`config.mk`:
```
export PLATFORM = sky130hd
export DESIGN_NAME = efpga_lint_responder
export DESIGN_NICKNAME = d
export VERILOG_FILES = /design/src/rtl/efpga_lint_pkg.sv /design/src/rtl/efpga_lint_responder_pipe.sv /design/src/rtl/efpga_lint_responder.sv
export SDC_FILE = /design/constraint.sdc
export NUM_CORES = 1
export LEC_CHECK = 0
export ABC_AREA = 1
export ABC_CLOCK_PERIOD_IN_PS = 3100
export BUFFER_PORTS_ARGS = -buffer_cell sky130_fd_sc_hd__buf_2
export CORE_ASPECT_RATIO = 1.75
export CORE_MARGIN = 10
export CORE_UTILIZATION = 45
export DETAILED_ROUTE_END_ITERATION = 12
export PLACE_DENSITY = 0.65
export SLEW_MARGIN = 20
export SYNTH_ARGS = -nofsm -noshare
export SYNTH_HDL_FRONTEND = slang
export SYNTH_HIERARCHICAL = 1
export SYNTH_SLANG_ARGS = --single-unit
```
`constraint.sdc`:
```
create_clock -name lint_clk -period 3.1 [get_ports lint_clk]
set_clock_uncertainty 0.05 [all_clocks]
set_input_delay 0.155 -clock lint_clk [delete_from_list [all_inputs] [get_ports lint_clk]]
set_output_delay 0.155 -clock lint_clk [all_outputs]
set_load 0.02 [all_outputs]
```
`src/rtl/efpga_lint_pkg.sv`:
```
// Shared constants, decode enum and address decode helper for the LINT responder.
package efpga_lint_pkg;

    // Byte offsets of the register map (bits [1:0] always zero)
    localparam logic [11:0] CTRL_BASE    = 12'h000;
    localparam logic [11:0] STATUS_OFS   = 12'h040;
    localparam logic [11:0] DOORBELL_OFS = 12'h044;
    localparam logic [11:0] ERR_CNT_OFS  = 12'h048;
    localparam logic [11:0] ID_OFS       = 12'h04C;

    localparam logic [31:0] LINT_RSP_ID    = 32'h4C52_0001;
    localparam logic [31:0] LINT_ERR_RDATA = 32'hBAD0_ACCE;

    // Upper bound on the control register bank size
    localparam int unsigned LINT_MAX_REGS = 16;

    typedef enum logic [2:0] {
        CTRL,
        STATUS,
        DOORBELL,
        ERRCNT,
        ID,
        UNMAPPED
    } lint_dec_e;

    // Classify a word-aligned byte offset within the low 4 KiB window
    function automatic lint_dec_e lint_decode(input logic [11:0] ofs, input int unsigned n_regs);
        lint_dec_e dec;
        if (32'(ofs) < 32'(CTRL_BASE) + n_regs * 4) begin
            dec = CTRL;
        end else if (ofs == STATUS_OFS) begin
            dec = STATUS;
        end else if (ofs == DOORBELL_OFS) begin
            dec = DOORBELL;
        end else if (ofs == ERR_CNT_OFS) begin
            dec = ERRCNT;
        end else if (ofs == ID_OFS) begin
            dec = ID;
        end else begin
            dec = UNMAPPED;
        end
        return dec;
    endfunction

endpackage

```
`src/rtl/efpga_lint_responder_pipe.sv`:
```
// Fixed-latency response line: shifts {valid, rdata} RD_LATENCY stages.
module lint_rsp_pipe #(
    parameter int unsigned RD_LATENCY = 2
) (
    input  logic        lint_clk,
    input  logic        lint_rst,
    input  logic        i_valid,
    input  logic [31:0] i_rdata,
    output logic        o_valid,
    output logic [31:0] o_rdata
);

    logic        r_valid [RD_LATENCY];
    logic [31:0] r_rdata [RD_LATENCY];

    // Shift line; reset flushes every in-flight response
    always_ff @(posedge lint_clk) begin
        if (lint_rst) begin
            for (int unsigned i = 0; i < RD_LATENCY; i++) begin
                r_valid[i] <= 1'b0;
                r_rdata[i] <= '0;
            end
        end else begin
            r_valid[0] <= i_valid;
            r_rdata[0] <= i_rdata;
            for (int unsigned i = 1; i < RD_LATENCY; i++) begin
                r_valid[i] <= r_valid[i-1];
                r_rdata[i] <= r_rdata[i-1];
            end
        end
    end

    assign o_valid = r_valid[RD_LATENCY-1];
    assign o_rdata = r_rdata[RD_LATENCY-1];

endmodule

```
`src/rtl/efpga_lint_responder.sv`:
```
// LINT slave terminating the SoC bridge: control bank, status, doorbell, error counter, ID.
module efpga_lint_responder
    import efpga_lint_pkg::*;
#(
    parameter int unsigned ADDR_WIDTH = 20,
    parameter int unsigned N_REGS     = 16,
    parameter int unsigned N_EVENTS   = 16,
    parameter int unsigned RD_LATENCY = 2
) (
    input  logic                   lint_clk,
    input  logic                   lint_rst,
    input  logic                   lint_REQ,
    output logic                   lint_GNT,
    input  logic [ADDR_WIDTH-1:0]  lint_ADDR,
    input  logic                   lint_WEN,
    input  logic [3:0]             lint_BE,
    input  logic [31:0]            lint_WDATA,
    output logic [31:0]            lint_RDATA,
    output logic                   lint_VALID,
    input  logic                   hold_i,
    input  logic [31:0]            status_i,
    output logic [N_REGS*32-1:0]   ctrl_o,
    output logic [N_EVENTS-1:0]    event_o
);

    logic                           w_txn;
    logic                           w_wr;
    logic [11:0]                    w_ofs;
    logic [3:0]                     w_idx;
    lint_dec_e                      w_dec;
    logic [31:0]                    w_rdata;
    logic [LINT_MAX_REGS-1:0][31:0] w_ctrl_all;
    logic [31:0]                    r_ctrl [N_REGS];
    logic [15:0]                    r_err_cnt;
    logic [N_EVENTS-1:0]            r_event;
    logic                           w_unused;

    assign lint_GNT = lint_REQ & ~hold_i;
    // Grants seen while in reset are discarded entirely
    assign w_txn    = lint_GNT & ~lint_rst;
    assign w_wr     = w_txn & ~lint_WEN;
    assign w_ofs    = {lint_ADDR[11:2], 2'b00};
    assign w_idx    = lint_ADDR[5:2];
    assign w_dec    = (|lint_ADDR[ADDR_WIDTH-1:12]) ? UNMAPPED : lint_decode(w_ofs, N_REGS);
    assign w_unused = ^lint_ADDR[1:0];

    for (genvar g = 0; g < LINT_MAX_REGS; g++) begin : g_ctrl
        if (g < N_REGS) begin : g_reg
            // Byte-enabled control register write
            always_ff @(posedge lint_clk) begin
                if (lint_rst) begin
                    r_ctrl[g] <= '0;
                end else if (w_wr && w_dec == CTRL && w_idx == 4'(g)) begin
                    for (int unsigned b = 0; b < 4; b++) begin
                        if (lint_BE[b]) begin
                            r_ctrl[g][b*8 +: 8] <= lint_WDATA[b*8 +: 8];
                        end
                    end
                end
            end
            assign w_ctrl_all[g]       = r_ctrl[g];
            assign ctrl_o[g*32 +: 32]  = r_ctrl[g];
        end else begin : g_none
            assign w_ctrl_all[g] = '0;
        end
    end

    // Read data mux; writes always respond with zero
    always_comb begin
        w_rdata = '0;
        if (w_txn && lint_WEN) begin
            case (w_dec)
                CTRL:     w_rdata = w_ctrl_all[w_idx];
                STATUS:   w_rdata = status_i;
                DOORBELL: w_rdata = '0;
                ERRCNT:   w_rdata = {16'h0000, r_err_cnt};
                ID:       w_rdata = LINT_RSP_ID;
                UNMAPPED: w_rdata = LINT_ERR_RDATA;
                default:  w_rdata = '0;
            endcase
        end
    end

    // Saturating unmapped-access counter; a write to ERR_CNT clears it and wins
    always_ff @(posedge lint_clk) begin
        if (lint_rst) begin
            r_err_cnt <= '0;
        end else if (w_wr && w_dec == ERRCNT) begin
            r_err_cnt <= '0;
        end else if (w_txn && w_dec == UNMAPPED && r_err_cnt != 16'hFFFF) begin
            r_err_cnt <= r_err_cnt + 16'd1;
        end
    end

    // Doorbell: one-cycle event pulse following the granted write
    always_ff @(posedge lint_clk) begin
        if (lint_rst) begin
            r_event <= '0;
        end else if (w_wr && w_dec == DOORBELL) begin
            r_event <= lint_WDATA[N_EVENTS-1:0];
        end else begin
            r_event <= '0;
        end
    end

    assign event_o = r_event;

    lint_rsp_pipe #(
        .RD_LATENCY(RD_LATENCY)
    ) u_pipe (
        .lint_clk (lint_clk),
        .lint_rst (lint_rst),
        .i_valid  (w_txn),
        .i_rdata  (w_rdata),
        .o_valid  (lint_VALID),
        .o_rdata  (lint_RDATA)
    );

endmodule

```
==> results.cfg <==
[yosys]
synth_edf_count = 512
synth_area_mm2 = 0.02803
syn-num-nets = 3066
yosys_most_used_dff = edfxtp_1
yosysTopAreaCellShare = 0.5484
synth_area_leader_cell = edfxtp_1
yosys_warnings = 6
yosysUniqueCellTypes = 35
async_flop_share = 0
ys_ff_latch = 610
netlist_instances = 2972
seq_area_frac_synth = 0.6184
synth.avg_cell_area_um2 = 9.433
synth_area_leaders = edfxtp_1 (55%), nor2_1 (14%), dfxtp_1 (7.0%)

[global_routing]
grtUsageTotal = 0.3031
grt_max_degree = 67
grt_overflow = 0
grt_pass1_vias = 24200
grt_pass1_wl_mm = 163.2
antenna_found_initial = 4

[clock_network]
path_clk_slew_ns = 0.07
cts_setup_buffers = 0
cts.path.max_buffers = 3
clockRootBuffer = clkbuf_16
cts.sink_count = 610
cts_max_level = 2
clk_latency_ns = 0.63
cts_tree = done
ctsHoldBuffers = 35
cts_buffers = 56
cts_resized = 0

[pwr]
p_leak_nw = 14.70
power_frac_seq = 0.493
ir_worst_vdd_v = 0.0005078
p_sw_mw = 5.200
power_frac_clock = 0.388
netSwitchingFraction = 0.2702
p_per_area_mw_per_mm2 = 560.8
intPower_mw = 14.04
power_frac_comb = 0.119

[sta]
timing_worst_slew_pin_value_ns = 1.163
report.final.hold_viol_count = 0
finalCritPeriodShare = 0.7940
fin_tns_setup_ns = 0
rsz0062_at_grt = no
fin_hold_ws_ns = 0.06703
finalSetupViolations = 0
fmax_mhz = 406.3
layout_min_cycle_time_ns = 2.461
slew_headroom = 0.2249
slew_viol_final = 0

[final_layout]
final_common_cell = nor2_1
fin_nets = 3693
final_cell_mix = nor2_1 (1,024), buf_2 (651), edfxtp_1 (512)
nFillCells = 5691
syn_to_final_growth_pct = 22.37
multi_input_area_mm2 = 0.009006
seq_area_mm2 = 0.01734
drive_gt1_frac = 0.2640

[detailed_routing]
wl_per_cell_um = 25.82
totalWireLength_mm = 114.8
drtAntennaViolNets = 0
via_count = 24006
drc = 0
vias_per_cell = 5.402
dr.first_iter.drc_count = 2083
first_pass_iters = 6

[worst_setup_path]
reg2reg_to = u_pipe/r_rdata[0][22]$_SDFF_PP0_
rrSetupSlack_ns = 0.72
worstPathMaxFanout = 31
rr_startpoint = r_ctrl[0][118]$_SDFFCE_PN0P_
critical_path_class = input port to flop
arrival_ns = 2.98
crit_path_start_kind = input port
endpoint_kind = flop
r2r_cells = 13
crit_required_ns = 3.62

[die]
pin_count = 655
fp.dieW_um = 208.7
fp.dieArea_mm2 = 0.07307
coreArea_mm2 = 0.06192
std_cell_rows = 121
initial_core_util = 0.4527
dieHeight_um = 350.2

[worst_hold_path]
hold_path.class = input port to flop
hold_end = r_ctrl[0][190]$_SDFFCE_PN0P_
min_path_cells = 3
hp-start = lint_WDATA[30]

[run_status]
status = complete, no violations

[placed_design]
hpwl_mm = 87.20
portBuffers = 652
gp_congestion = 0.9541

[flow_run]
cap_violations = 0
critical path: stages:
cell           delay [ns]
buf_2                0.18
inv_2                0.11
nand2_4              0.36
buf_4                0.51
nor2_1               0.08
nor2_1               0.10
nand2_1              0.08
nand2_1              0.06
nand2_1              0.07
nor2_1               0.28
nand2_1              0.11
nand3_1              0.08
nand2_1              0.05
dlygate4sd3_1        0.58
inv_1                0.07
inv_1                0.04
nor2_1               0.06
per-stage QoR:
stage / util / instance area, um^2 / worst slack [ns] / std cells / power, mW
global route: 0.5540 / 34310 / 0.4049 / 4444 / 19.73
global placement: 0.5172 / 32030 / 0.3085 / 4305 / 11.91
CTS: 0.5540 / 34300 / 0.5442 / 4443 / 19.28
floorplan: - / 28030 / 0.8160 / 2972 / 10.78
detailed placement: 0.5172 / 32030 / 0.2547 / 4305 / 11.92
finish: 0.5540 / 34310 / 0.6385 / 4444 / 19.24
cell families (layout without fill, tap and decap cells):
logic type      after synthesis  after routing  synth area share
simple gates               1744           1744            0.2733
flops                       610            610            0.6184
buf+inv                     387           1059           0.06186
compound gates              220            220           0.04289
xor+xnor                     10             10          0.003124
fa+ha+maj                     1              1         0.0004462
other cells                   0              1                 0
flip-flops by register name (all words and copies together) (netlist names):
name	flops
r_err_cnt	16
r_ctrl	512
event_o	16
u_pipe/r_rdata	64
u_pipe/r_valid	2
routing by layer:
metal / routed length (um) / global-route usage
met3: 11490 / 0.08456
met5: 11 / 0
met2: 58470 / 0.5377
met1: 37560 / 0.3152
met4: 7238 / 0.1776
Yosys cell counts, types with 2 or more instances:
master and n:
nand3_1 44, nor2_1 1026, buf_4 38, buf_2 29, clkinv_1 17, inv_1 180, nand2_2 2, nand2_1 503
o22ai_1 76, inv_2 3, buf_1 20, nand4_1 23, nor3_1 5, a21oi_1 26, dfxtp_1 98, nor2_8 5
o21ai_0 115, edfxtp_1 512, xor2_1 7, xnor2_1 3, buf_12 4, nor2_2 67, nand3_2 24, nand3_4 40
clkbuf_1 91, buf_6 5
cell type report:
cell class / instances / area share
antenna: 1 / 0.00007294
clock buffer: 70 / 0.04358
clock inverter: 33 / 0.01258
inverter: 200 / 0.02188
multi-input combinational: 1975 / 0.2625
sequential: 610 / 0.5053
tap: 799 / 0.02914
timing repair buffer: 756 / 0.1249
power groups by stage:
| stage | registers [mW] | clock network (mW) | logic, mW |
|---|---|---|---|
| floorplan | 10.0 | 0 | 0.764 |
| global placement | 9.65 | 0 | 2.26 |
| detailed placement | 9.66 | 0 | 2.27 |
| CTS | 9.48 | 7.49 | 2.31 |
| global route | 9.52 | 7.79 | 2.42 |
| finish | 9.49 | 7.46 | 2.29 |
worst max-delay path by stage:
stage                                  endpoint  slack [ns]           from  cells after the start
5_1_grt        u_pipe/r_rdata[0][22]$_SDFF_PP0_        0.40   lint_ADDR[3]                     17
3_3_place_gp        r_ctrl[0][60]$_SDFFCE_PN0P_        0.31  lint_ADDR[10]                     12
3_5_place_dp        r_ctrl[0][60]$_SDFFCE_PN0P_        0.25  lint_ADDR[10]                     12
6_report       u_pipe/r_rdata[0][22]$_SDFF_PP0_        0.64   lint_ADDR[3]                     17
2_1_floorplan      r_ctrl[0][240]$_SDFFCE_PN0P_        0.82       lint_REQ                      9
4_1_cts        u_pipe/r_rdata[0][22]$_SDFF_PP0_        0.54   lint_ADDR[3]                     17
No activity file was read; power rests on OpenSTA's default activity.
